--- src/rtl/alarm_controller_nz_pkg.sv ---
// rtl/alarm_controller_nz_pkg.sv - shared encodings and index helpers for the alarm controller
//
// Contents:
//   ST_*        3-bit state codes shown on the display (ARMED=0 .. ARM_WAIT=5)
//   tmr_op_e    command from the FSM to the seconds timer
//   cnt_w       counter width for a modulus, never below 1 bit
//   idx_*       positions of the programmable times inside the parameter file
package alarm_controller_nz_pkg;

    localparam logic [2:0] ST_ARMED     = 3'd0;
    localparam logic [2:0] ST_TRIGGERED = 3'd1;
    localparam logic [2:0] ST_ACTIVATED = 3'd2;
    localparam logic [2:0] ST_DISARMED  = 3'd3;
    localparam logic [2:0] ST_DOOR_WAIT = 3'd4;
    localparam logic [2:0] ST_ARM_WAIT  = 3'd5;

    typedef enum logic [1:0] {
        TMR_HOLD  = 2'd0,
        TMR_LOAD  = 2'd1,
        TMR_CLEAR = 2'd2
    } tmr_op_e;

    // Width of a counter that must hold 0..n-1; a 1-cycle tick still needs one bit.
    function automatic int cnt_w(input int n);
        return (n <= 2) ? 1 : $clog2(n);
    endfunction

    function automatic int idx_arm();
        return 0;
    endfunction

    function automatic int idx_entry(input int zone);
        return zone + 1;
    endfunction

    function automatic int idx_alarm(input int n_zones);
        return n_zones + 1;
    endfunction

endpackage

--- src/rtl/alarm_controller_nz_sec_timer.sv ---
// rtl/alarm_controller_nz_sec_timer.sv - prescaled seconds down-counter with load/clear and expiry
//
// Ports:
//   clock        in   system clock, rising edge
//   reset        in   asynchronous active-low reset
//   op_i         in   HOLD / LOAD (time=load_val, prescaler=0) / CLEAR (time=0, prescaler=0)
//   load_val_i   in   seconds to load
//   run_i        in   prescaler advances only while high
//   time_left_o  out  remaining seconds (registered, saturates at 0)
//   wrap_o       out  prescaler is at its last count this cycle (combinational)
//   expired_o    out  timer runs out this cycle (combinational, consumed by the FSM)
//   tick_o       out  registered one-cycle pulse per elapsed second of a running count
module alarm_controller_nz_sec_timer
    import alarm_controller_nz_pkg::*;
#(
    parameter int TIME_W = 4,
    parameter int CLK_HZ = 100_000_000
) (
    input  logic              clock,
    input  logic              reset,
    input  tmr_op_e           op_i,
    input  logic [TIME_W-1:0] load_val_i,
    input  logic              run_i,
    output logic [TIME_W-1:0] time_left_o,
    output logic              wrap_o,
    output logic              expired_o,
    output logic              tick_o
);

    localparam int            PW        = cnt_w(CLK_HZ);
    localparam logic [PW-1:0] PRESC_MAX = PW'(CLK_HZ - 1);

    logic [PW-1:0]     presc_q, presc_d;
    logic [TIME_W-1:0] time_q, time_d;
    logic              zero_load_q, zero_load_d;
    logic              tick_q, tick_d;

    assign wrap_o    = run_i && (presc_q == PRESC_MAX);
    // A zero-length load still has to produce one expiry, one cycle after the load.
    assign expired_o = (wrap_o && (time_q == TIME_W'(1))) || zero_load_q;

    always_comb begin
        presc_d     = presc_q;
        time_d      = time_q;
        zero_load_d = 1'b0;
        tick_d      = wrap_o && (time_q != '0);
        case (op_i)
            TMR_CLEAR: begin
                presc_d = '0;
                time_d  = '0;
            end
            TMR_LOAD: begin
                presc_d     = '0;
                time_d      = load_val_i;
                zero_load_d = (load_val_i == '0);
            end
            default: begin
                if (run_i) begin
                    presc_d = wrap_o ? '0 : presc_q + PW'(1);
                end
                if (wrap_o && (time_q != '0)) begin
                    time_d = time_q - TIME_W'(1);
                end
            end
        endcase
    end

    always_ff @(posedge clock or negedge reset) begin
        if (!reset) begin
            presc_q     <= '0;
            time_q      <= '0;
            zero_load_q <= 1'b0;
            tick_q      <= 1'b0;
        end else begin
            presc_q     <= presc_d;
            time_q      <= time_d;
            zero_load_q <= zero_load_d;
            tick_q      <= tick_d;
        end
    end

    assign time_left_o = time_q;
    assign tick_o      = tick_q;

endmodule

--- src/rtl/alarm_controller_nz.sv ---
// rtl/alarm_controller_nz.sv - N-zone anti-theft alarm FSM with programmable delays and seconds timer
//
// Ports:
//   clock      in   system clock, rising edge
//   reset      in   asynchronous active-low reset
//   ignition   in   debounced ignition switch
//   zone_open  in   debounced door contacts, 1 = open; zone 0 is the driver door
//   reprogram  in   rising edge stores param_val at param_sel and forces ARMED
//   param_sel  in   0 arm time, 1..N_ZONES entry delays, N_ZONES+1 alarm time
//   param_val  in   seconds to store
//   status     out  LED: blinks (2 s period) in ARMED, on in TRIGGERED/ACTIVATED
//   siren_en   out  high in ACTIVATED
//   state      out  state code for the display
//   time_left  out  remaining seconds of the running timer
//   tick_1hz   out  pulse per elapsed timer second
module alarm_controller_nz
    import alarm_controller_nz_pkg::*;
#(
    parameter int N_ZONES    = 2,
    parameter int TIME_W     = 4,
    parameter int CLK_HZ     = 100_000_000,
    parameter int DEF_ARM    = 6,
    parameter int DEF_ENTRY0 = 8,
    parameter int DEF_ENTRY  = 15,
    parameter int DEF_ALARM  = 10
) (
    input  logic                           clock,
    input  logic                           reset,
    input  logic                           ignition,
    input  logic [N_ZONES-1:0]             zone_open,
    input  logic                           reprogram,
    input  logic [$clog2(N_ZONES+2)-1:0]   param_sel,
    input  logic [TIME_W-1:0]              param_val,
    output logic                           status,
    output logic                           siren_en,
    output logic [2:0]                     state,
    output logic [TIME_W-1:0]              time_left,
    output logic                           tick_1hz
);

    localparam int N_PARAMS = N_ZONES + 2;
    localparam int SEL_W    = $clog2(N_ZONES + 2);

    function automatic logic [TIME_W-1:0] def_val(input int idx);
        if (idx == idx_arm())          return TIME_W'(DEF_ARM);
        if (idx == idx_entry(0))       return TIME_W'(DEF_ENTRY0);
        if (idx == idx_alarm(N_ZONES)) return TIME_W'(DEF_ALARM);
        return TIME_W'(DEF_ENTRY);
    endfunction

    logic [2:0]        state_q, state_d;
    logic              zone0_q;
    logic              reprog_q;
    logic              status_q, status_d;
    logic              siren_q, siren_d;
    logic [TIME_W-1:0] param_q [N_PARAMS];

    logic              any_open;
    logic              zone0_rise, zone0_fall;
    logic              reprog_rise;
    logic [TIME_W-1:0] entry_val;
    tmr_op_e           tmr_op;
    logic [TIME_W-1:0] tmr_load_val;
    logic              tmr_run;
    logic              tmr_wrap;
    logic              tmr_expired;

    assign any_open    = |zone_open;
    assign zone0_rise  = zone_open[0] && !zone0_q;
    assign zone0_fall  = !zone_open[0] && zone0_q;
    assign reprog_rise = reprogram && !reprog_q;

    // The timer is frozen in DISARMED/DOOR_WAIT; in ARMED it runs with nothing loaded so the
    // prescaler keeps pacing the LED blink.
    assign tmr_run = (state_q == ST_ARMED) || (state_q == ST_TRIGGERED) ||
                     (state_q == ST_ACTIVATED) || (state_q == ST_ARM_WAIT);

    // Scan from the highest zone down so the lowest-index open zone's delay is the one kept.
    always_comb begin
        entry_val = param_q[idx_entry(0)];
        for (int z = N_ZONES - 1; z >= 0; z--) begin
            if (zone_open[z]) begin
                entry_val = param_q[idx_entry(z)];
            end
        end
    end

    always_comb begin
        state_d      = state_q;
        tmr_op       = TMR_HOLD;
        tmr_load_val = '0;
        if (reprog_rise) begin
            state_d = ST_ARMED;
            tmr_op  = TMR_CLEAR;
        end else begin
            case (state_q)
                ST_ARMED: begin
                    if (any_open) begin
                        state_d      = ST_TRIGGERED;
                        tmr_op       = TMR_LOAD;
                        tmr_load_val = entry_val;
                    end
                end
                ST_TRIGGERED: begin
                    if (ignition) begin
                        state_d = ST_DISARMED;
                        tmr_op  = TMR_CLEAR;
                    end else if (tmr_expired) begin
                        state_d      = ST_ACTIVATED;
                        tmr_op       = TMR_LOAD;
                        tmr_load_val = param_q[idx_alarm(N_ZONES)];
                    end
                end
                ST_ACTIVATED: begin
                    if (ignition) begin
                        state_d = ST_DISARMED;
                        tmr_op  = TMR_CLEAR;
                    end else if (any_open) begin
                        // Keep the alarm period topped up while any door stays open.
                        tmr_op       = TMR_LOAD;
                        tmr_load_val = param_q[idx_alarm(N_ZONES)];
                    end else if (tmr_expired) begin
                        state_d = ST_ARMED;
                    end
                end
                ST_DISARMED: begin
                    if (!ignition && zone0_rise) begin
                        state_d = ST_DOOR_WAIT;
                    end
                end
                ST_DOOR_WAIT: begin
                    if (ignition) begin
                        state_d = ST_DISARMED;
                        tmr_op  = TMR_CLEAR;
                    end else if (zone0_fall && !any_open) begin
                        state_d      = ST_ARM_WAIT;
                        tmr_op       = TMR_LOAD;
                        tmr_load_val = param_q[idx_arm()];
                    end
                end
                ST_ARM_WAIT: begin
                    if (ignition) begin
                        state_d = ST_DISARMED;
                        tmr_op  = TMR_CLEAR;
                    end else if (any_open) begin
                        state_d = ST_DOOR_WAIT;
                    end else if (tmr_expired) begin
                        state_d = ST_ARMED;
                    end
                end
                default: begin
                    state_d = ST_ARMED;
                    tmr_op  = TMR_CLEAR;
                end
            endcase
        end
    end

    // The blink phase restarts from dark on every entry to ARMED, including a reprogram.
    always_comb begin
        if (state_d == ST_ARMED) begin
            status_d = (state_q == ST_ARMED && !reprog_rise) ? (status_q ^ tmr_wrap) : 1'b0;
        end else begin
            status_d = (state_d == ST_TRIGGERED) || (state_d == ST_ACTIVATED);
        end
        siren_d = (state_d == ST_ACTIVATED);
    end

    always_ff @(posedge clock or negedge reset) begin
        if (!reset) begin
            state_q  <= ST_ARMED;
            zone0_q  <= 1'b0;
            reprog_q <= 1'b0;
            status_q <= 1'b0;
            siren_q  <= 1'b0;
        end else begin
            state_q  <= state_d;
            zone0_q  <= zone_open[0];
            reprog_q <= reprogram;
            status_q <= status_d;
            siren_q  <= siren_d;
        end
    end

    // Out-of-range indices match no entry and are dropped.
    always_ff @(posedge clock or negedge reset) begin
        if (!reset) begin
            for (int i = 0; i < N_PARAMS; i++) begin
                param_q[i] <= def_val(i);
            end
        end else begin
            for (int i = 0; i < N_PARAMS; i++) begin
                if (reprog_rise && (param_sel == SEL_W'(i))) begin
                    param_q[i] <= param_val;
                end
            end
        end
    end

    alarm_controller_nz_sec_timer #(
        .TIME_W (TIME_W),
        .CLK_HZ (CLK_HZ)
    ) u_timer (
        .clock       (clock),
        .reset       (reset),
        .op_i        (tmr_op),
        .load_val_i  (tmr_load_val),
        .run_i       (tmr_run),
        .time_left_o (time_left),
        .wrap_o      (tmr_wrap),
        .expired_o   (tmr_expired),
        .tick_o      (tick_1hz)
    );

    assign state    = state_q;
    assign status   = status_q;
    assign siren_en = siren_q;

endmodule

--- config.mk ---
export PLATFORM = sky130hd
export DESIGN_NAME = alarm_controller_nz
export DESIGN_NICKNAME = d
export VERILOG_FILES = /design/src/rtl/alarm_controller_nz_pkg.sv /design/src/rtl/alarm_controller_nz_sec_timer.sv /design/src/rtl/alarm_controller_nz.sv
export SDC_FILE = /design/constraint.sdc
export NUM_CORES = 1
export LEC_CHECK = 0
export ABC_AREA = 1
export ABC_CLOCK_PERIOD_IN_PS = 9050
export CORE_MARGIN = 2
export CORE_UTILIZATION = 45
export CTS_CLUSTER_DIAMETER = 30
export DETAILED_ROUTE_END_ITERATION = 6
export SYNTH_ARGS = -nofsm -noshare
export SYNTH_HDL_FRONTEND = slang
export SYNTH_HIERARCHICAL = 1
export SYNTH_SLANG_ARGS = --single-unit
--- constraint.sdc ---
create_clock -name clock -period 9.05 [get_ports clock]
set_input_delay 1.81 -clock clock [delete_from_list [all_inputs] [get_ports clock]]
set_output_delay 1.81 -clock clock [all_outputs]
set_load 0.03 [all_outputs]
== Word-level counts from Yosys, hierarchy flattened ==
Cells that the tools add are included.
Word-level totals
  register bits: 56
Operators by class
  $add $sub $neg: 2
  equality and inequality tests: 14
  multiplexer cells: 41
  bitwise logic cells: 1
  reduce and logical (&&, ||, !) cells: 33
Operators by type and width (count)
  2-to-1 mux 27 bit: 3
  2-to-1 mux 4 bit: 11
  2-to-1 mux 3 bit: 12
  adder 27 x 1 -> 27 bit, second input constant: 1
  equality test 27 bit, second input constant: 1
  one-hot mux 3 bit (6 select lines): 1
  one-hot mux 4 bit (4 select lines): 1
  logical AND 1 bit: 13
  one-hot mux 2 bit (6 select lines): 1
  2-to-1 mux 2 bit: 5
  equality test 3 x 2 -> 1 bit, second input constant: 3
  one-hot mux 4 bit (2 select lines): 1
  equality test 2 bit, second input constant: 3
  equality test 3 x 1 -> 1 bit, second input constant: 2
  equality test 3 bit, second input constant: 2
  logical NOT 1 bit: 6
  logical NOT 3 bit: 2
  2-to-1 mux 1 bit: 6
  logical OR 1 bit: 5
  equality test 2 x 1 -> 1 bit, second input constant: 2
  equality test 4 x 1 -> 1 bit, second input constant: 1
  logical NOT 4 bit: 1
  nonzero test 4 bit: 1
  OR reduction 2 bit: 2
  other kinds (5): 5

== Longest topological paths before layout ==
Gate-level depths: netlist of the first run.
  word-level depth: 15
  mapped depth: 22
  gate-level depth less buffers: 21

== Modules after synthesis ==
Netlist of the first run, hierarchy kept.
By module, submodules not included
  alarm_controller_nz_sec_timer: instances 1, cells each 309, area each 2217.1 um2, sequential area each 825.8 um2
  alarm_controller_nz: instances 1, cells each 177, area each 1275.0 um2, sequential area each 586.8 um2

== Worst setup path after synthesis of the first run ==
OpenSTA, ideal clock, no wires.
  path kind: in2reg
  start: in zone_open[0]
  end: reg u_timer.presc_q[15]
  setup time: 0.119 ns
  data arrival time: 3.523 ns
  required time: 8.931 ns
  setup slack: 5.408 ns
  cell stages on the path: 12
  cells stage by stage: nor2_2 nand4_1 a21oi_1 inv_1 ha_1 inv_2 nor2_8 inv_4 nand3_2 nor2_1 xnor2_1 nor2_2
On the way
  longest elaborated chain between the ends: 10
  elaborated cells between the ends (all ways): 16
  classes of those cells: 2 x eq/ne; 7 x mux; 7 x reduce/logical
Ends and longest elaborated chain
  start: declaration: line alarm_controller_nz.sv:30  | input logic [N_ZONES-1:0] zone_open,
  OR reduction 2 bit / logical NOT 1 bit (equally long branches): line alarm_controller_nz.sv:68, alarm_controller_nz.sv:70
  logical NOT 1 bit / logical AND 1 bit (equally long branches): line alarm_controller_nz.sv:135, alarm_controller_nz.sv:70
  logical AND 1 bit: line alarm_controller_nz.sv:135  | end else if (zone0_fall && !any_open) begin
  2-to-1 mux 1 bit: line alarm_controller_nz.sv:135
  2-to-1 mux 2 bit: line alarm_controller_nz.sv:132  | if (ignition) begin
  one-hot mux 2 bit (6 select lines) (*): line alarm_controller_nz.sv:96  | case (state_q)
  2-to-1 mux 2 bit (*): line alarm_controller_nz.sv:92  | if (reprog_rise) begin
  net tmr_op[0]: line alarm_controller_nz.sv:62  | tmr_op_e tmr_op;
  equality test 2 bit / equality test 2 x 1 -> 1 bit (equally long branches): line alarm_controller_nz_sec_timer.sv:47  | case (op_i)
  OR reduction 2 bit (no line) (*)
  2-to-1 mux 27 bit / nonzero test 2 bit (equally long branches)
  end signal: assignment: line alarm_controller_nz_sec_timer.sv:75  | presc_q <= presc_d;
  end: declaration: line alarm_controller_nz_sec_timer.sv:33  | logic [PW-1:0] presc_q, presc_d;
The timed path passes the listed nets; every way through them passes the cells marked *.
A chain may end at the register's enable or synchronous reset.

== Worst setup path in the final report of the first run ==
  start: in reprogram
  end: reg u_timer.presc_q[21]
On the way
  longest elaborated chain between the ends: 5
  elaborated cells between the ends (all ways): 7
  classes of those cells: 2 x eq/ne; 2 x mux; 3 x reduce/logical
Ends and longest elaborated chain
  start: declaration: line alarm_controller_nz.sv:31  | input logic reprogram,
  logical AND 1 bit (*): line alarm_controller_nz.sv:71  | assign reprog_rise = reprogram && !reprog_q;
  2-to-1 mux 2 bit (*): line alarm_controller_nz.sv:92
  net tmr_op[1]: line alarm_controller_nz.sv:62
  equality test 2 bit / equality test 2 x 1 -> 1 bit (equally long branches): line alarm_controller_nz_sec_timer.sv:47
  OR reduction 2 bit (no line) (*)
  2-to-1 mux 27 bit / nonzero test 2 bit (equally long branches)
Marked as above.

==> metrics.csv, run 1 <==
stage;metric;value;unit
timing;setup-tns-final;0;ps
synth;synth_top_area_share;33.68;%
clocking;clk_latency;310;ps
synth;synth_edf_count;0;
place;io_buffers;21;
critical_path;crit_required;9250;ps
synth;synth-main-ff-cell;dfrtp_1;
timing;period_needed;4428;ps
clocking;clk_pin_slew_worst_paths;90;ps
routing;wl_met3;236;µm
routing;drc;0;
critical_path;cp_cell_sequence;clkdlybuf4s50_1, inv_1, nor2_1, inv_1, o211ai_1, ha_1, inv_2, nor2_8, inv_4, nand2_2, nor2_2, nand3_1, nand3_1, nor2_1;
routing;drt_iter0_drc;141;
routing;wl_per_cell;13.19;µm
timing;clock_skew;9.496;ps
power;ir_worst_vdd;0.0001135;V
floorplan;die_y;92.09;µm
clocking;cts_sinks;56;
global_routing;grt_pass1_wl;13920;µm
synth;async_reset_ff_share;100.0;%
final_layout;final_cells;613;
clocking;clockRootBuffer;clkbuf_8;
timing;hold_viol_final;0;
timing;max_freq;0.2258;GHz
floorplan;core;0.007607;mm²
timing;rsz0062_at_grt;no;
power;p_int;0.0005175;W
power;leakage;1.760;nW
power;net-switching-power;0.0003832;W
synth;postSynthCellCount;486;
synth;synth_fp_nets;503;
synth;yosysSeqAreaShare;40.45;%
flow_run;maxCapViolations;0;
synth;synth-seq-cells;56;
synth;ys_warn_count;6;
place;hpwlAfterDp;6138;µm
routing;vias_per_cell;5.031;
timing;setup_viol;0;
synth;synth_cell_type_count;37;
global_routing;grt.total_usage;20.69;%
synth;syn_area;0.003492;mm²
routing;wl_met2;4142;µm
clocking;clock_path_buffers;2;
floorplan;die_area;0.008481;mm²
power;swShare;42.54;%
synth;ys_top_cells_by_count;nand2_1 (145), nor2_1 (59), dfrtp_1 (47), inv_1 (47), nand3_1 (40);
synth;synth_top_area_cell;dfrtp_1;
final_layout;fin_nets;527;
critical_path;critical_path.slowest_cell;nor2_1;
place;place.gp.congestion;0.9131;
synth;synthTopCellsByArea;dfrtp_1 (34%), nand2_1 (16%), dfstp_2 (6.8%), nor2_1 (6.3%), nand3_1 (5.7%);
clocking;holdBufCountCts;0;
power;cellPowerDensity;230.4;mW/mm²
critical_path;endpoint_kind;flip-flop;
routing;finalWirelength;8088;µm
timing;holdWs;493.8;ps
power;clkPwrFrac;20.2;%
clocking;numCtsBuffers;5;
critical_path;crit_type;in -> reg;
global_routing;grt_pass1_vias;2965;
routing;vias;3084;
final_layout;drive_gt1_share;13.31;%
hold_path;hp-class;reg -> reg;
clocking;cts_max_level;2;
global_routing;antenna_found_initial;0;
floorplan;ios;22;
clocking;cts_tree;done;
run_status;status;finished, final reports clean;
final_layout;n_antenna_cell;0;
place;placed_cells;605;
power;power_frac_comb;43.3;%
clocking;ctsResizeCount;0;
floorplan;fp-row-count;32;
routing;ant_nets;0;
clocking;post_cts_buffers;0;
critical_path;arrival;4630;ps
power;share_seq_of_total_power;36.6;%
timing;slew-limit-headroom;51.43;%
synth;yosysMostFrequentCell;nand2_1;
timing;fin_crit_sh;48.93;%
synth;syn_area_per_cell;7.185;µm²
critical_path;cp_max_fo;16;
global_routing;grt_max_degree;57;
routing;top_layer_used;met4;
power;total_power;0.0009007;W
routing;wl_met1;3494;µm
routing;firstDrtPassIters;4;
critical_path;cpPeakStageDelay;550;ps
floorplan;initial_core_util;45.90;%
floorplan;dieWidth;92.09;µm
timing;slew_viol_final;0;
final_layout;utilization;51.38;%
final_layout;syn_to_final_growth;11.93;%
timing;tightest_slew;725.9;ps
critical_path;critPathLaunchType;input pin;
global_routing;overflow;0;
power groups by stage:
stage               logic (W)  clock network, W  registers [W]
floorplan            0.000278                 0       0.000355
global placement     0.000392                 0       0.000334
detailed placement   0.000392                 0       0.000335
CTS                  0.000394          0.000187       0.000330
global route         0.000440          0.000199       0.000336
finish               0.000390          0.000182       0.000330
final timing paths:
kind / from / endpoint / slack, ps / depth (start not counted)
worst max register to register: state[1] / u_timer/presc_q[16] / 5190 / 20
worst max-delay path: reprogram / u_timer/presc_q[21] / 4620 / 14
max in group asynchronous: reset / zone0_q / 6930 / 2
worst min register to register: param_q[15] / param_q[15] / 490 / 2
min in group asynchronous: reset / u_timer/presc_q[11] / 1630 / 2
worst min-delay path: param_q[15] / param_q[15] / 490 / 2
registers in the layout, summed over array words and instances (netlist names):
register,count
param_q,16
reprog_q,1
siren_en,1
state,3
status,1
u_timer/presc_q,27
u_timer/tick_o,1
u_timer/time_left_o,4
u_timer/zero_load_q,1
zone0_q,1
kinds of logic after synthesis:
family	after synthesis	synth area share, %
simple gates	306	39.95
compound gates	49	7.847
fa+ha+maj	5	1.791
xor+xnor	10	2.508
buf+inv	60	7.452
flops	56	40.45
routing by layer:
layer | vias to the layer above | GRT usage [%]
li1 | 1583 | -
met1 | 1435 | 26.03
met2 | 53 | 36.64
met3 | 13 | 3.040
met4 | 0 | 6.343
met5 | - | 0
critical path: cells and delay by family:
family / cells / cell delay, ps
compound gates: 1 / 200
fa+ha+maj: 1 / 380
buf+inv: 5 / 1130
simple gates: 7 / 1090
cells in the final DEF, fill, tap and decap left out, drive strengths merged, types with 3 or more instances in the layout:
master,n
nand2,155
nor2,87
inv,54
dfrtp,47
nand3,42
o21ai,23
clkdlybuf4s50,20
a21oi,15
nor3,10
dfstp,9
clkbuf,7
xor2,6
nand4,5
ha,5
a211oi,4
xnor2,4
and2,3
o21bai,3
final cells by class:
type,count,area [µm²]
Fill cell,746,3699
Clock buffer,7,96.34
Multi-Input combinational cell,370,1819
Inverter,55,210.2
Tap cell,102,127.6
Clock inverter,1,30.03
Sequential cell,56,1413
Timing Repair Buffer,22,212.7
metrics by stage:
step / cell area (µm²) / setup slack [ps]
after floorplan: 3492 / 5408
after global placement: 3782 / 4376
after detailed placement: 3782 / 4289
after CTS: 3909 / 4614
after global routing: 3909 / 4355
final: 3909 / 4622
(Power assumes the default switching activity.)
==> run 2: changes to the inputs <==
--- a/config.mk
+++ b/config.mk
@@ -6,11 +6,12 @@
 export NUM_CORES = 1
 export LEC_CHECK = 0
 export ABC_AREA = 1
-export ABC_CLOCK_PERIOD_IN_PS = 9050
+export ABC_CLOCK_PERIOD_IN_PS = 3900
 export CORE_MARGIN = 2
 export CORE_UTILIZATION = 45
 export CTS_CLUSTER_DIAMETER = 30
 export DETAILED_ROUTE_END_ITERATION = 6
+export PLACE_DENSITY = 0.66
 export SYNTH_ARGS = -nofsm -noshare
 export SYNTH_HDL_FRONTEND = slang
 export SYNTH_HIERARCHICAL = 1
==> constraint.sdc (replaced) <==
create_clock -name clock -period 3.9 [get_ports clock]
set_input_delay 0.78 -clock clock [delete_from_list [all_inputs] [get_ports clock]]
set_output_delay 0.78 -clock clock [all_outputs]
set_load 0.03 [all_outputs]
==> run 2 against run 1 <==
- first-iteration DRC count increased by 62%
- setup slack worse by 4300 ps
- clock power is 94% higher
- largest cell class unchanged
==> metrics.csv, run 2 (synthesized netlist as in run 1, its figures left out) <==
stage;metric;value;unit;change
routing;drc;0;;unchanged
timing;setup_viol;0;;unchanged
critical_path;reg2reg_depth;21;;was 20
clocking;numCtsBuffers;5;;unchanged
global_routing;overflow;0;;unchanged
timing;hold_viol_final;0;;unchanged
timing;worst_slack;342.5;ps;was 4622 ps
final_layout;fin_area;0.003913;mm²;was 0.003909 mm²
critical_path;r2r_end;u_timer/presc_q[21];;was u_timer/presc_q[16]
critical_path;crit_buf_inv;4;;was 5
final_layout;fin_nets;530;;was 527
clocking;clk_latency;320;ps;was 310 ps
clocking;post_cts_buffers;0;;unchanged
final_layout;largest_reg_flops;27;;unchanged
flow_run;maxCapViolations;0;;unchanged
floorplan;ios;22;;unchanged
critical_path;reg2reg_slack;340;ps;was 5190 ps
routing;vias;3081;;was 3084
global_routing;grt_max_degree;30;;was 57
floorplan;fp-row-count;32;;unchanged
place;place_ws;245.5;ps;was 4289 ps
final_layout;mostFrequentLayoutCells;nand2_1 (144), nor2_1 (59), inv_1 (47), dfrtp_1 (47), nand3_1 (40);;was nand2_1 (145), nor2_1 (59), inv_1 (47), dfrtp_1 (47), nand3_1 (40)
global_routing;grt_pass1_wl;13610;µm;was 13920 µm
critical_path;crit_required;4100;ps;was 9250 ps
critical_path;critPathLaunchType;flip-flop;;was input pin
global_routing;grt_pass1_vias;2990;;was 2965
floorplan;dieWidth;92.09;µm;unchanged
place;io_buffers;21;;unchanged
clocking;clock_path_buffers;2;;unchanged
global_routing;antenna_found_initial;0;;unchanged
final_layout;syn_to_final_growth;12.04;%;was 11.93%
power;cellPowerDensity;522.3;mW/mm²;was 230.4 mW/mm²
clocking;cts_max_level;2;;unchanged
timing;period_needed;3557;ps;
critical_path;cp_cell_sequence;inv_2, nand2_1, nand2_2, nand4_1, nor2_4, nand2_4, o21bai_1, nand3_1, nand2_1, nor2_1, a21oi_1, inv_1, ha_1, inv_4, nor2_8, inv_4, nand2_2, nor2_2, nand3_1, nand3_1, nor2_1;;was clkdlybuf4s50_1, inv_1, nor2_1, inv_1, o211ai_1, ha_1, inv_2, nor2_8, inv_4, nand2_2, nor2_2, nand3_1, nand3_1, nor2_1
floorplan;initial_core_util;45.90;%;unchanged
routing;ant_nets;0;;unchanged
floorplan;die_area;0.008481;mm²;unchanged
critical_path;crit_type;reg -> reg;;was in -> reg
timing;setup-tns-final;0;ps;unchanged
routing;wl_per_cell;12.62;µm;was 13.19 µm
clocking;holdBufCountCts;0;;unchanged
critical_path;arrival;3760;ps;was 4630 ps
critical_path;endpoint_kind;flip-flop;;unchanged
critical_path;crit_cells;21;;was 14
power;leakage;1.764;nW;was 1.760 nW
timing;slew_viol_final;0;;unchanged
timing;holdWs;469.8;ps;was 493.8 ps
clocking;clk_pin_slew_worst_paths;100;ps;was 90 ps
critical_path;crit_family;simple AND/OR/NAND/NOR gates;;was buffers and inverters
final_layout;largest_register;u_timer/presc_q;;unchanged
routing;firstDrtPassIters;5;;was 4
critical_path;cp_max_fo;16;;unchanged
final_layout;layout_commonest_cell;nand2_1;;unchanged
timing;fin_crit_sh;91.22;%;
critical_path;worst_path_most_repeated_cell;nand3_1;;
global_routing;grt.total_usage;19.75;%;was 20.69%
hold_path;hp-class;in -> async;;was reg -> reg
timing;max_freq;0.2811;GHz;
clocking;ctsResizeCount;0;;unchanged
floorplan;core;0.007607;mm²;unchanged
routing;finalWirelength;7774;µm;was 8088 µm
clocking;cts_sinks;56;;unchanged
timing;rsz0062_at_grt;no;;unchanged
timing;slew-limit-headroom;57.82;%;was 51.43%
place;place.gp.congestion;0.9076;;was 0.9131
clocking;cts_tree;done;;unchanged
critical_path;critical_path.slowest_cell;dfrtp_1;;was nor2_1
routing;vias_per_cell;5.002;;was 5.031
final_layout;drive_gt1_share;13.81;%;was 13.31%
run_status;status;finished, final reports clean;;unchanged
floorplan;die_y;92.09;µm;unchanged
place;placed_area;0.003805;mm²;was 0.003782 mm²
place;hpwlAfterDp;6100;µm;was 6138 µm
clocking;clockRootBuffer;clkbuf_8;;unchanged
final_layout;n_antenna_cell;0;;unchanged
critical_path;r2r-start;state[1];;unchanged
critical_path;cpPeakStageDelay;470;ps;was 550 ps
timing;tightest_slew;632.7;ps;was 725.9 ps
final_layout;utilization;51.43;%;was 51.38%
timing;clock_skew;9.643;ps;was 9.496 ps
routing;drt_iter0_drc;229;;was 141
power;ir_worst_vdd;0.0002762;V;was 0.0001135 V
==> run 2: metal layers <==
layer	GRT usage [%]	vias to the layer above	wire, µm
met5	0	-	0
met4	7.214	0	172
met3	3.780	19	334
met2	32.78	76	3617
met1	25.69	1394	3650
li1	-	1592	-
==> run 2: report_power, final <==
part	total (W)	internal [W]	switching, W
combinational	0.000930	0.000304	0.000625
sequential	0.000761	0.000682	0.0000791
clock	0.000353	0.000165	0.000188
total	0.00204	0.00115	0.000892
==> run 2: worst max-delay path by stage <==
stage	slack [ps]	startpoint	end
finish	340	state[1]	u_timer/presc_q[21]
global route	2	state[1]	u_timer/presc_q[21]
CTS	220	state[2]	u_timer/presc_q[15]
detailed placement	250	state[2]	u_timer/presc_q[15]
global placement	440	state[1]	u_timer/presc_q[21]
floorplan	590	state[0]	u_timer/presc_q[15]
==> run 2: area by class of cell <==
class | instances | area [µm²]
fillers | 777 | 3695
multi-input cells | 370 | 1822
flip-flops and latches | 56 | 1413
repair buffers | 25 | 235.2
inverters | 55 | 212.7
well taps | 102 | 127.6
clock buffers | 7 | 97.59
clock inverters | 1 | 5.005
==> run 2: per-stage QoR <==
step	total power (W)	instances
final	0.002044	616
after global routing	0.002204	616
after CTS	0.002061	616
after detailed placement	0.001698	608
after global placement	0.001686	608
after floorplan	0.001470	486
